[config.mk]
export PLATFORM = sky130hd
export DESIGN_NAME = lgdst_spi3w_bridge
export DESIGN_NICKNAME = d
export VERILOG_FILES = /design/src/rtl/lgdst_spi3w_bridge.sv
export SDC_FILE = /design/constraint.sdc
export NUM_CORES = 1
export LEC_CHECK = 0
export ABC_AREA = 1
export BUFFER_PORTS_ARGS = -buffer_cell sky130_fd_sc_hd__buf_2
export CAP_MARGIN = 30
export CORE_MARGIN = 2
export CORE_UTILIZATION = 56
export CTS_CLUSTER_SIZE = 28
export DETAILED_ROUTE_END_ITERATION = 10
export GPL_TIMING_DRIVEN = 0
export PLACE_DENSITY = 0.83
export SYNTH_ARGS = -nofsm -noshare
export SYNTH_HDL_FRONTEND = slang
export SYNTH_SLANG_ARGS = --single-unit
[constraint.sdc]
create_clock -name clk -period 1.6 [get_ports clk]
set_input_delay 0.32 -clock clk [delete_from_list [all_inputs] [get_ports clk]]
set_output_delay 0.32 -clock clk [all_outputs]
set_load 0.05 [all_outputs]
[src/rtl/lgdst_spi3w_bridge.sv]
// lgdst_spi3w_bridge: bridges the MCU 4-wire SPI port onto a shared 3-wire
// SPI bus (single bidirectional SDIO) serving NCH devices. Everything runs
// in the clk domain. The MCU pins are oversampled, forwarded with equal
// latency, and a small FSM tracks the command phase so it knows when to turn
// SDIO around for reads. The FSM also reports frame status and counts clean
// frames.
module lgdst_spi3w_bridge #(
  parameter int   NCH        = 2,
  parameter int   CMD_BITS   = 16,
  parameter int   RW_BIT_IDX = 0,
  parameter logic RD_LEVEL   = 1'b1,
  parameter int   CNT_W      = 16
) (
  input  logic             clk,
  input  logic             reset,
  input  logic             spi0_clk,
  input  logic [NCH-1:0]   spi0_cs,
  input  logic             spi0_mosi,
  output logic             spi0_miso,
  output logic             ad_spi_sclk,
  output logic [NCH-1:0]   ad_spi_cs,
  output logic             ad_sdio_o,
  output logic             ad_sdio_oe,
  input  logic             ad_sdio_i,
  output logic             busy,
  output logic             frame_done,
  output logic             frame_err,
  output logic             last_rw,
  output logic [CNT_W-1:0] frame_cnt
);

  localparam int BW = $clog2(CMD_BITS + 1);
  localparam logic [BW-1:0] CMD_LAST = BW'(CMD_BITS);
  localparam logic [BW-1:0] RW_POS   = BW'(RW_BIT_IDX);

  typedef enum logic [2:0] {HOLD, IDLE, CMD, WR, RD} state_t;

  state_t state, state_next;

  logic           clk_m, s_clk, s_clk_d;
  logic [NCH-1:0] cs_m, s_cs;
  logic           mosi_m, s_mosi;

  logic [NCH-1:0] sel_mask;
  logic [BW-1:0]  bit_cnt;
  logic           rw;

  logic           rise, fall;
  logic [NCH-1:0] cs_low;
  logic           any_low, multi_low, sel_high, other_low;

  logic [NCH-1:0] cs_next;
  logic           oe_next, busy_next, done_next, err_next;
  logic           start, count_bit, cap_rw;

  // Two-flop synchronisers for the asynchronous MCU pins; left unreset so a
  // reset pulse never fakes a chip-select edge on the MCU side.
  always_ff @(posedge clk) begin
    clk_m   <= spi0_clk;
    s_clk   <= clk_m;
    s_clk_d <= s_clk;
    cs_m    <= spi0_cs;
    s_cs    <= cs_m;
    mosi_m  <= spi0_mosi;
    s_mosi  <= mosi_m;
  end

  assign rise      = s_clk & ~s_clk_d;
  assign fall      = ~s_clk & s_clk_d;
  assign cs_low    = ~s_cs;
  assign any_low   = |cs_low;
  assign multi_low = |(cs_low & (cs_low - NCH'(1)));
  assign sel_high  = |(s_cs & sel_mask);
  assign other_low = |(cs_low & ~sel_mask);

  // The read path back to the MCU is combinational; only the select is registered.
  assign spi0_miso = (state == RD) ? ad_sdio_i : 1'b0;

  // State register.
  always_ff @(posedge clk) begin
    if (reset) state <= HOLD;
    else       state <= state_next;
  end

  // Next-state logic: a second chip select beats frame end, which beats bit events.
  always_comb begin
    state_next = state;
    case (state)
      HOLD: if (&s_cs) state_next = IDLE;
      IDLE: begin
        if (multi_low)    state_next = HOLD;
        else if (any_low) state_next = CMD;
      end
      CMD, WR, RD: begin
        if (other_low)     state_next = HOLD;
        else if (sel_high) state_next = IDLE;
        else if (state == CMD && fall && bit_cnt == CMD_LAST)
          state_next = (rw == RD_LEVEL) ? RD : WR;
      end
      default: state_next = HOLD;
    endcase
  end

  // Output decode: next values of the registered outputs plus datapath strobes.
  always_comb begin
    cs_next   = '1;
    oe_next   = 1'b0;
    busy_next = 1'b0;
    done_next = 1'b0;
    err_next  = 1'b0;
    start     = 1'b0;
    count_bit = 1'b0;
    cap_rw    = 1'b0;
    case (state)
      IDLE: begin
        if (multi_low) begin
          err_next = 1'b1;
        end else if (any_low) begin
          start     = 1'b1;
          cs_next   = s_cs;
          oe_next   = 1'b1;
          busy_next = 1'b1;
        end
      end
      CMD, WR, RD: begin
        if (other_low) begin
          err_next = 1'b1;
        end else if (sel_high) begin
          if (state == CMD && bit_cnt < CMD_LAST) err_next  = 1'b1;
          else                                    done_next = 1'b1;
        end else begin
          cs_next   = s_cs | ~sel_mask;
          busy_next = 1'b1;
          oe_next   = (state_next != RD);
          if (state == CMD && rise) begin
            count_bit = (bit_cnt != CMD_LAST);
            cap_rw    = (bit_cnt == RW_POS);
          end
        end
      end
      default: ;
    endcase
  end

  // Registered outputs, forwarding path and frame bookkeeping.
  always_ff @(posedge clk) begin
    if (reset) begin
      ad_spi_sclk <= 1'b0;
      ad_sdio_o   <= 1'b0;
      ad_spi_cs   <= '1;
      ad_sdio_oe  <= 1'b0;
      busy        <= 1'b0;
      frame_done  <= 1'b0;
      frame_err   <= 1'b0;
      last_rw     <= 1'b0;
      frame_cnt   <= '0;
      bit_cnt     <= '0;
      sel_mask    <= '0;
      rw          <= 1'b0;
    end else begin
      ad_spi_sclk <= s_clk;
      ad_sdio_o   <= s_mosi;
      ad_spi_cs   <= cs_next;
      ad_sdio_oe  <= oe_next;
      busy        <= busy_next;
      frame_done  <= done_next;
      frame_err   <= err_next;
      if (start) begin
        sel_mask <= cs_low;
        bit_cnt  <= '0;
        rw       <= 1'b0;
      end
      if (count_bit) bit_cnt <= bit_cnt + BW'(1);
      if (cap_rw)    rw      <= s_mosi;
      if (done_next) begin
        last_rw   <= (rw == RD_LEVEL);
        frame_cnt <= frame_cnt + CNT_W'(1);
      end
    end
  end

endmodule

==> impl_results.md <==
* Hold-fix buffers, CTS at 0
* Synth Area in Simple Gates at 35.18%
* DRC at 0
* Maximum clock rate at approximately 660 MHz
* Final WL at 4727 µm
* Worst Path Buf+Inv at 1
* CP delay by family, top: flip-flops
* Antenna diodes at 0
* GP Congestion at about 0.87
* Initial antenna violation count at 0
* Mapped cell area at 2208 µm²
* Pin count of the biggest net entering global routing at 16
* Worst r2r path cells at 7
* WP depth at 4
* Worst Clk Skew at 0.01054 ns
* Buffers added on ports at 31
* Chip Width at 66.80 µm
* Sink Count at 45
* R2r setup slk at 0.13 ns
* Core area at 3716 µm²
* Share of layout cells above drive strength 1 at about a quarter
* Crit path capture type: output port
* Largest family of logic cells by synthesized area: simple AND/OR/NAND/NOR gates
* Outcome: finished clean
* GR Util All Layers at approximately 23%
* Least-Margin Pin Slew at 0.6772 ns
* Mean number of vias per cell at 5.290
* Bufs on Longest Clock Path at 2
* Required @ worst endpoint at 1.28 ns
* CTS H-Tree Depth at 2
* # nets final at 358
* Clock root buffer: clkbuf_8
* Synth Area in XOR/XNOR at about 1.2%
* Warnings, synthesis at 0
* Detail Route Antenna Nets at 0
* Final slew viol count at 0
* Crit Path Class: flip-flop to output port
* Initial DRC Count at between 150 and 200
* Hold Slack at 0.1162 ns
* Setup ws final at 0.08948 ns
* Setup tns final at 0 ns
* Num CTS Buffers at 5
* Syn Nets at 318
* Compound-gate portion of the synthesized area at about an eighth
* Crit-path max cell delay at 0.36 ns
* Slowest CP cell: dfxtp_2
* Share of the synthesized area in the top cell type at 40.79%
* Pwr dens at 827.4 nW/µm²
* Crit path launch: state[1]
* Post-synthesis adder-cell area fraction at 3.966%
* Critical Path AT at approximately 1.2 ns
* Mux cell area share after synthesis at 0%
* Seq/Total Area, Yosys at around 41%
* Seq cells post-synth at 45
* Leak at 0.001058 µW
* Dpl cells at ~380
* DPL Wire Length at 3394 µm
* Vias in the first global route at 1,702
* Area Growth Syn to Fin at 16.94%
* Crit-path cells: nor2_2, nand2_1, nor2_1, buf_6
* Starting Density at 59.43%
* Worst skew pair latency at approximately 0.30 ns
* Vias at 2,079
* Routed WL per cell at ~12 µm
* Reg2reg end: frame_cnt[15]
* Setup Slack @ Placement at ~0.10 ns
* First-pass GRT wire length at between 7000 and 8000 µm
* Top cells by area, synth: dfxtp_1 (41%), nand2_1 (12%), nor2_1 (7.3%)
* # IOs at 33
* Worst r2r src: frame_cnt[2]
* Syn Area/Cell at slightly above 7 µm²
* Relative slew margins at 54.85%
* Final Hold Viols at 0
* Max cap viols at 0
* DRT Pass-1 Iters at 4
* Cell row count at 22
* CTS tree: built
* Non-Filler Instances at 393
* CP Launch Type: flip-flop
* Final Critical Period at ~1.5 ns
* Die Y-Extent at 66.80 µm
* Setup crit end: spi0_miso
* Distinct cells, synth at 27
* Congestion Overflow GR at 0
* Post-Synthesis Cells at 304
* Fin crit share at between 90% and 100%
* Unrepaired setup endpoints after global routing: false
* Final-report setup violation count at 0
* Hold/Removal Path Class: primary input to flip-flop
* Largest area contributor in the netlist: dfxtp_1
* Crit-path max FO at 5
* Worst VDD drop at 0.4115 mV
* Reg clk slew, reported paths at 0.08 ns
* Die area at 4462 µm²
## flip-flops by register name, summed over array words and instances (netlist names), 2 cells and up
| name | flops |
|---|---|
| frame_cnt | 16 |
| state | 3 |
| cs_m | 2 |
| bit_cnt | 5 |
| ad_spi_cs | 2 |
| sel_mask | 2 |
| s_cs | 2 |
## how the worst min path moves through the flow
| stage | endpoint | depth (start not counted) | from |
|---|---|---|---|
| floorplan | s_clk | 0 | clk_m |
| global placement | s_cs[1] | 0 | cs_m[1] |
| detailed placement | s_cs[1] | 0 | cs_m[1] |
| CTS | mosi_m | 1 | spi0_mosi |
| global route | mosi_m | 1 | spi0_mosi |
| finish | mosi_m | 1 | spi0_mosi |
## kinds of logic (layout without fill, tap and decap cells)
family	Yosys count	in the layout
simple gates	170	170
flops	45	45
buf+inv	34	75
xor+xnor	3	3
fa+ha+maj	7	7
compound gates	45	45
## metrics by stage
step / power (µW) / cell area (µm²) / util [%]
6_report: 2137 / 2582 / 69.49
5_1_grt: 2215 / 2582 / 69.49
4_1_cts: 2145 / 2547 / 68.55
3_5_place_dp: 1291 / 2430 / 65.39
3_3_place_gp: 1289 / 2430 / 65.39
2_1_floorplan: 1260 / 2215 / -
## placed cells by master, fill, tap and decap left out, types with 3 or more instances in the layout
cell / synthesis / final
nand2_1: 70 / 70
clkbuf_1: 3 / 3
inv_1: 27 / 26
ha_1: 7 / 7
nand4_1: 15 / 15
clkbuf_8: 0 / 5
dfxtp_2: 0 / 8
nand3_1: 24 / 24
nor2_1: 43 / 38
a21oi_1: 22 / 22
o211ai_1: 3 / 3
buf_2: 0 / 30
nand2_2: 9 / 9
o21ai_0: 10 / 10
a21oi_2: 8 / 8
dfxtp_1: 45 / 37
nor2_2: 2 / 7
## cell usage after synthesis (all sizes together)
library cell and n:
dfxtp 45, nor2 47, a21oi 30, nor3 2, nand3 25, o211ai 3, ha 7, xor2 1
inv 28, nand3b 1, clkinv 1, o21ai 12, buf 2, nand2 80, xnor2 2, nand4 15
clkbuf 3
## metal layers
layer	wire (µm)	track usage (%)	vias to the layer above	share of wire, %
met4	53	6.888	0	1.1
met3	249	5.236	6	5.3
met2	2267	36.50	56	48
met5	0	0	-	0
li1	-	-	1072	-
met1	2155	30.05	945	46
## timing repair
| action | CTS | global route |
|---|---|---|
| endpoints found under the setup margin | 1 | 16 |
| pin swaps | 0 | 1 |
| resized for setup | 1 | 10 |
| buffers inserted | 0 | 2 |
## report_power, final
| group | leakage [µW] | switching, µW | internal (µW) |
|---|---|---|---|
| clock | 0.0000543 | 397 | 467 |
| combinational | 0.000633 | 87.2 | 33.4 |
| sequential | 0.000371 | 11.5 | 1140 |
## layout make-up
| type | count | area (µm²) |
|---|---|---|
| Clock inverter | 3 | 46.29 |
| Inverter | 29 | 108.9 |
| Buffer | 5 | 37.54 |
| Sequential cell | 45 | 910.9 |
| Multi-Input combinational cell | 225 | 1174 |
| Tap cell | 48 | 60.06 |
| Fill cell | 308 | 1134 |
| Clock buffer | 5 | 68.82 |
| Timing Repair Buffer | 33 | 176.4 |
Note: power is estimated with default switching activity, not from simulation.
